[src/rtl/layer_sched.sv]
// ---------------------------------------------------------------------------
// layer_sched
//
// Multi-layer scheduler between the CPU configuration registers and the
// per-layer convolution controller. A run sequences cfg_n_layer layers
// back-to-back: each layer gets one lyr_start strobe with its kernel, input
// and output BRAM base addresses, and the scheduler then waits for lyr_done.
// Output features ping-pong between buffer A (obase) and buffer B
// (obase + fsize), so every layer reads what the previous layer wrote.
// One irq_done pulse marks the end of a complete run.
//
// Ports
//   clk, rst        : rising-edge clock, asynchronous active-high reset
//   cfg_start       : 1-cycle start request, accepted only when idle
//   cfg_abort       : 1-cycle cancel request, effective only when busy
//   cfg_n_layer     : layer count, latched on an accepted start
//   cfg_kbase       : kernel base address of layer 0
//   cfg_kstride     : kernel address step per layer
//   cfg_ibase       : input image address of layer 0
//   cfg_obase       : output buffer A base address
//   cfg_fsize       : feature buffer size (buffer B = obase + fsize)
//   lyr_start       : 1-cycle strobe to the per-layer controller
//   lyr_kaddr       : kernel address of the current layer
//   lyr_iaddr       : input feature address of the current layer
//   lyr_oaddr       : output feature address of the current layer
//   lyr_idx         : 0-based index of the current layer
//   lyr_last        : current layer is the final one
//   lyr_done        : per-layer completion pulse (honoured only while waiting)
//   busy            : high in every state except idle
//   irq_done        : 1-cycle pulse when the whole run has completed
//   aborted         : 1-cycle pulse when a run was cancelled
//
// All outputs are registered. Address arithmetic wraps modulo 2^ADDR_W.
// ---------------------------------------------------------------------------
module layer_sched #(
  parameter int ADDR_W  = 32,
  parameter int LAYER_W = 8
) (
  input  logic               clk,
  input  logic               rst,
  input  logic               cfg_start,
  input  logic               cfg_abort,
  input  logic [LAYER_W-1:0] cfg_n_layer,
  input  logic [ADDR_W-1:0]  cfg_kbase,
  input  logic [ADDR_W-1:0]  cfg_kstride,
  input  logic [ADDR_W-1:0]  cfg_ibase,
  input  logic [ADDR_W-1:0]  cfg_obase,
  input  logic [ADDR_W-1:0]  cfg_fsize,
  output logic               lyr_start,
  output logic [ADDR_W-1:0]  lyr_kaddr,
  output logic [ADDR_W-1:0]  lyr_iaddr,
  output logic [ADDR_W-1:0]  lyr_oaddr,
  output logic [LAYER_W-1:0] lyr_idx,
  output logic               lyr_last,
  input  logic               lyr_done,
  output logic               busy,
  output logic               irq_done,
  output logic               aborted
);

  typedef enum logic [2:0] {
    S_IDLE    = 3'd0,
    S_ISSUE   = 3'd1,
    S_WAIT    = 3'd2,
    S_ADVANCE = 3'd3,
    S_DONE    = 3'd4
  } state_t;

  localparam logic [LAYER_W-1:0] IDX_ZERO = {LAYER_W{1'b0}};
  localparam logic [LAYER_W-1:0] IDX_ONE  = {{(LAYER_W-1){1'b0}}, 1'b1};
  localparam logic [ADDR_W-1:0]  ADDR_ZERO = {ADDR_W{1'b0}};

  state_t             state_r;
  // Index of the final layer (n_layer - 1); only meaningful for n_layer != 0.
  logic [LAYER_W-1:0] last_idx_r;
  logic [ADDR_W-1:0]  kstride_r;
  logic [ADDR_W-1:0]  obase_a_r;
  logic [ADDR_W-1:0]  obase_b_r;
  logic [LAYER_W-1:0] next_idx_s;

  // Index of the layer that follows the current one. The largest index ever
  // reached is n_layer - 1 <= 2^LAYER_W - 2, so this never wraps in a run.
  assign next_idx_s = lyr_idx + IDX_ONE;

  // Scheduler FSM with all outputs registered alongside the state.
  always_ff @(posedge clk or posedge rst) begin
    if (rst) begin
      state_r    <= S_IDLE;
      last_idx_r <= IDX_ZERO;
      kstride_r  <= ADDR_ZERO;
      obase_a_r  <= ADDR_ZERO;
      obase_b_r  <= ADDR_ZERO;
      lyr_start  <= 1'b0;
      lyr_kaddr  <= ADDR_ZERO;
      lyr_iaddr  <= ADDR_ZERO;
      lyr_oaddr  <= ADDR_ZERO;
      lyr_idx    <= IDX_ZERO;
      lyr_last   <= 1'b0;
      busy       <= 1'b0;
      irq_done   <= 1'b0;
      aborted    <= 1'b0;
    end else begin
      // Pulse outputs default low; the states below raise them for one cycle.
      lyr_start <= 1'b0;
      irq_done  <= 1'b0;
      aborted   <= 1'b0;

      if ((state_r != S_IDLE) && cfg_abort) begin
        // Abort takes priority over everything, including a lyr_done in the
        // same cycle. Layer address outputs keep their last values.
        state_r <= S_IDLE;
        busy    <= 1'b0;
        aborted <= 1'b1;
      end else begin
        case (state_r)
          S_IDLE: begin
            if (cfg_start) begin
              busy <= 1'b1;
              if (cfg_n_layer != IDX_ZERO) begin
                last_idx_r <= cfg_n_layer - IDX_ONE;
                kstride_r  <= cfg_kstride;
                obase_a_r  <= cfg_obase;
                obase_b_r  <= cfg_obase + cfg_fsize;
                lyr_idx    <= IDX_ZERO;
                lyr_kaddr  <= cfg_kbase;
                lyr_iaddr  <= cfg_ibase;
                lyr_oaddr  <= cfg_obase;
                lyr_last   <= (cfg_n_layer == IDX_ONE);
                lyr_start  <= 1'b1;
                state_r    <= S_ISSUE;
              end else begin
                // Empty run: no layer is issued. DONE is entered with
                // irq_done low and spends one settle cycle before the pulse.
                state_r <= S_DONE;
              end
            end else begin
              state_r <= S_IDLE;
            end
          end

          S_ISSUE: begin
            // lyr_start is high during this state only; lyr_done is ignored.
            state_r <= S_WAIT;
          end

          S_WAIT: begin
            if (lyr_done) begin
              if (lyr_last) begin
                irq_done <= 1'b1;
                state_r  <= S_DONE;
              end else begin
                state_r  <= S_ADVANCE;
              end
            end else begin
              state_r <= S_WAIT;
            end
          end

          S_ADVANCE: begin
            // Last layer's output becomes this layer's input; even layers
            // write buffer A, odd layers buffer B.
            lyr_idx   <= next_idx_s;
            lyr_kaddr <= lyr_kaddr + kstride_r;
            lyr_iaddr <= lyr_oaddr;
            lyr_oaddr <= next_idx_s[0] ? obase_b_r : obase_a_r;
            lyr_last  <= (next_idx_s == last_idx_r);
            lyr_start <= 1'b1;
            state_r   <= S_ISSUE;
          end

          S_DONE: begin
            if (irq_done) begin
              // The completion pulse has been shown for one cycle.
              busy    <= 1'b0;
              state_r <= S_IDLE;
            end else begin
              irq_done <= 1'b1;
              state_r  <= S_DONE;
            end
          end

          default: begin
            busy    <= 1'b0;
            state_r <= S_IDLE;
          end
        endcase
      end
    end
  end

endmodule

[config.mk]
export PLATFORM = sky130hd
export DESIGN_NAME = layer_sched
export DESIGN_NICKNAME = d
export VERILOG_FILES = /design/src/rtl/layer_sched.sv
export SDC_FILE = /design/constraint.sdc
export NUM_CORES = 1
export LEC_CHECK = 0
export ABC_AREA = 1
export BUFFER_PORTS_ARGS = -buffer_cell sky130_fd_sc_hd__buf_4
export CORE_ASPECT_RATIO = 1.25
export CORE_MARGIN = 10
export CORE_UTILIZATION = 40
export DETAILED_ROUTE_END_ITERATION = 6
export GPL_TIMING_DRIVEN = 0
export SKIP_CTS_REPAIR_TIMING = 1
export SLEW_MARGIN = 20
export SYNTH_ARGS = -nofsm -noshare
export SYNTH_HDL_FRONTEND = slang
export SYNTH_SLANG_ARGS = --single-unit
[constraint.sdc]
create_clock -name clk -period 8.19 [get_ports clk]
set_clock_uncertainty 0.05 [all_clocks]
set_input_delay 1.638 -clock clk [delete_from_list [all_inputs] [get_ports clk]]
set_output_delay 1.638 -clock clk [all_outputs]
set_load 0.01 [all_outputs]
# Word-level counts from Yosys, hierarchy flattened
# Index checks and enable logic that the tools add are counted.
classes:
  n_eq_ne: 11
  n_addsub: 4
  muxes: 37
  bitwise_logic: 1
  reduce_logical: 9
op_table:
  columns: ["operator", "n"]
  rows:
  - ["$mux W32", 7]
  - ["$pmux W32 S2", 3]
  - ["$add A32 B32 Y32", 2]
  - ["$mux W3", 6]
  - ["$mux W8", 2]
  - ["$pmux W8 S2", 1]
  - ["$pmux W3 S5", 1]
  - ["$mux W1", 13]
  - ["$add A8 B1 Y8 const B", 1]
  - ["$eq A8 B1 Y1 const B", 1]
  - ["$eq A8 B8 Y1", 1]
  - ["$reduce_and A4 Y1", 2]
  - ["$reduce_bool A8 Y1", 1]
  - ["$sub A8 B1 Y8 const B", 1]
  - ["$eq A3 B2 Y1 const B", 2]
  - ["$ne A3 B3 Y1 const B", 2]
  - ["$pmux W1 S2", 3]
  - ["$ne A2 B2 Y1 const B", 2]
  - ["$eq A3 B1 Y1 const B", 1]
  - ["$eq A3 B3 Y1 const B", 1]
  - ["$logic_not A3 Y1", 1]
  - ["$pmux W1 S3", 1]
  - ["$reduce_and A3 Y1", 1]
  - ["$reduce_bool A3 Y1", 1]
  - ["5 further kinds", 5]
word_totals:
  reg_bits: 216
  output_inout_bits: 109
  wordCells: 76

# Longest topological paths before layout
depth:
  depth_word: 5
  mapped_depth: 13

# Worst setup path after synthesis
# Ideal clock, no wire load.
synth_path:
  kind: "input -> register"
  start: "input cfg_obase[0]"
  end: "register obase_b_r[30]"
  n_path_buf: 0
  required_ps: 8023
  arrival_time_ps: 3006
  path_slack_ps: 5017
  path_stages: 12
  cell_sequence: "ha_1 -> fa_1 -> nand3_1 -> nand2_1 -> nand3_1 -> nand2_1 -> nand2_1 -> nand2_1 -> nand2_1 -> nand3_1 -> nand3_1 -> nand2_1"
synth_via:
  elab_chain_len: 1
synth_rtl:
  columns: ["item", "line", "source"]
  rows:
  - ["start, declared", "47", "input logic [ADDR_W-1:0] cfg_obase,"]
  - ["$add A32 B32 Y32", "123", "obase_b_r <= cfg_obase + cfg_fsize;"]
  - ["end signal, assigned", "123", null]
  - ["end, declared", "78", "logic [ADDR_W-1:0] obase_b_r;"]
# Every way passes these cells.
# A chain may end at the register's enable or synchronous reset.

# Final worst setup path
layout_path:
  start: "input cfg_obase[11]"
  end: "register obase_b_r[29]"
# Same word-level chain as after synthesis.

==> impl_summary.txt <==
----------------------------------------------------
[Status]
  Outcome ... finished clean

[Cells and area]
  Final std cells w/o fill ... 2872
  Most common library cell in the layout ignoring fill and taps ... nand2_1
  Total of fill cells in the finished design ... 3685
  Commonest cells after routing, fill and taps aside ... nand2_1, buf_4, nor2_1
  # nets final ... approximately 2600
  Share of post-route cells with drive strength above 1 ... 0.1631
  Growth of design area from synthesis to finish ... 25.53%
  Final non-filler cell area ... about 18000 sq um

[Critical path]
  Type of the worst setup path ... input pin to flop
  Highest net fanout along the worst path ... 4
  Data required time of the worst path ... about 8.6 ns
  CP Launch Type ... input pin
  CP Capture Type ... flop
  Worst reg2reg startpoint ... lyr_kaddr[0]
  Origin of the worst setup path ... cfg_obase[11]
  Arrival time at the worst endpoint ... roughly 3.5 ns

[GRT]
  Overflow left after global routing ... 0
  Largest net degree at the start of global routing ... 96
  Via count of the first global-routing pass ... about 15000
  Global-route wire length before repair ... approximately 84000 um
  Total routing usage reported by global routing ... 0.2504
  Number of antenna violations at the first check in global routing ... 1

[Placement]
  Final weighted congestion of routability-driven global placement ... slightly below 1
  Buffers on Ports ... between 200 and 300
  Placement Cell Area ... 16780 sq um
  HPWL after DPL ... between 40000 and 50000 um
  Cell total after placement ... about 2800

[Clock network]
  Clock tree buffer depth ... 3
  Clock edge transition at the registers on the reported setup and hold paths ... 0.06 ns
  Clock sink count ... ~220
  Clock latency on the worst-skew pair ... between 0.5 and 0.6 ns
  TritonCTS clock tree ... yes
  Number of buffers added by the clock tree synthesis step ... 25
  Cell at the root of the clock tree ... clkbuf_16
  Htree depth ... 1

[Floorplanning]
  Core region area ... 34520 sq um
  Die height ... approximately 230 um
  DIE WIDTH ... around 190 um
  Area of the die ... 42990 sq um
  Initial Util ... 0.4062
  I/O pin cnt ... 282
  Total number of placement rows ... 76

[Routing]
  Avg WL per Cell ... slightly below 20 um
  Ratio of routed vias to standard cells ... around 5.0
  Antenna Nets Post-Route ... 0
  Routed wire length ... approximately 56000 um
  Initial DRC count ... 804
  Number of optimization iterations in the first detailed-route pass ... 5
  Post-detailed-route DRC marker count ... 0
  Vias ... approximately 14000

[Synthesis]
  Fraction of post-synthesis cell area in the top cell type by area ... 0.3855
  Post-Synthesis Cells ... approximately 2100
  Main area contributors after synthesis ... dfrtp_1, nand2_1, nor2_1, inv_1, ha_1
  Syn nets ... approximately 2300
  Number of unique standard cell types used by synthesis ... 35
  Post-synthesis cell area ... about 14000 sq um
  Register bit total from synthesis ... 216
  Count of warnings emitted by yosys ... 0
  Fraction of the yosys area taken by sequential cells ... 0.3855
  Dominant cell type by area after synthesis ... dfrtp_1
  Post-Synthesis Mean Instance Area ... ~6.8 sq um

[STA]
  Total negative slack ... 0 ns
  Unrepaired setup endpoints after global routing ... false
  Final worst-path cycle share ... 0.3843
  Normalized max-slew margin ... 0.4719
  Final count of negative-setup-slack endpoints ... 0
  Final Max Tran Viols ... 0
  Final hold violation count ... 0
  Post-route minimum period ... ~3.1 ns
  Measured slew at the worst slew-check pin ... 0.7921 ns
  Max Clk Rate ... 0.3178 GHz

[Worst hold path]
  Hold Path Class ... flop to flop
  Hold Path Origin ... obase_b_r[1]

[Pwr]
  Static leakage ... 9.502 nW
  Worst VDD drop ... 0.1684 mV
  Power per cell area ... around 380 nW/um^2

[Job]
  Max_cap viols ... 0

----------------------------------------------------
[power breakdown]
part / switching, W / total, W / leakage [nW] / internal (W)
logic: 0.00230 / 0.00363 / 6.48 / 0.00133
clock network: 0.000470 / 0.00115 / 0.410 / 0.000681
registers: 0.000407 / 0.00198 / 2.61 / 0.00157
[per-layer routing]
metal | share of wire | routed length [um] | track usage
met1 | 0.40 | 22230 | 0.2822
met5 | 0 | 0 | 0
met2 | 0.52 | 28970 | 0.4691
met3 | 0.045 | 2505 | 0.03162
met4 | 0.035 | 1972 | 0.09314
[cells in the mapped netlist, drive strengths merged]
library cell  number
nand2            801
nor2             240
inv              226
dfrtp            216
o21ai            140
nand3             94
a21oi             75
ha                65
buf               47
a31oi             46
clkbuf            25
xnor2             23
xor2              14
o21bai            11
nor3              10
o211ai             9
or2                7
o22ai              6
nand3b             5
nand4              5
o31ai              4
and2               2
fa                 2
a21o               1
clkinv             1
[worst max-delay path, stage by stage]
cell     delay [ns]
buf_4          0.13
ha_1           0.35
nand2_1        0.10
o21ai_0        0.53
a21oi_1        0.08
nand2_1        0.28
nand2_1        0.14
nand2_1        0.09
nand2_1        0.05
nand3_1        0.07
nand2_1        0.06
[sequential cells by signal, indices dropped and copies added, names as in the netlist, 8 cells and up]
signal / cells
kstride_r: 32
lyr_idx: 8
lyr_oaddr: 32
obase_b_r: 32
obase_a_r: 32
lyr_kaddr: 32
last_idx_r: 8
lyr_iaddr: 32
[worst paths after layout]
path / cells past startpoint / to / slack, ns
max: 11 / obase_b_r[29] / 5.04
min: 2 / obase_b_r[1] / 0.42
max reg2reg: 10 / lyr_kaddr[16] / 5.69
min reg2reg: 2 / obase_b_r[1] / 0.42
max in group asynchronous: 4 / lyr_iaddr[27] / 5.85
min in group asynchronous: 2 / irq_done / 1.00
[per-stage QoR]
step / utilization / setup WS, ns / total power, W / hold slack [ns]
after floorplan: - / 0.5944 / 0.004133 / 0.3926
after global placement: 0.4843 / -2.171 / 0.005569 / 0.4102
after detailed placement: 0.4861 / 4.473 / 0.005612 / 0.4139
after CTS: 0.5098 / 5.033 / 0.006782 / 0.4273
after global routing: 0.5099 / 4.890 / 0.007285 / 0.4475
final: 0.5099 / 5.043 / 0.006756 / 0.4204
[logic make-up after synthesis]
logic type / after synthesis / share of synthesized area
compound gates: 292 / 0.1133
xor+xnor: 37 / 0.02311
fa+ha+maj: 67 / 0.06086
buf+inv: 299 / 0.08808
flops: 216 / 0.3855
simple gates: 1164 / 0.3291
[layout make-up]
cell class,instances,area (sq um),share of cell area
multi-input combinational,1560,7381,0.4194
sequential,216,5405,0.3071
timing repair buffer,283,2165,0.1230
inverter,227,862.1,0.04898
clock buffer,34,689.4,0.03917
tap,468,585.6,0.03327
buffer,72,380.4,0.02161
clock inverter,11,130.1,0.007393
antenna,1,2.502,0.0001422
No activity file was read; power rests on OpenSTA's default activity.
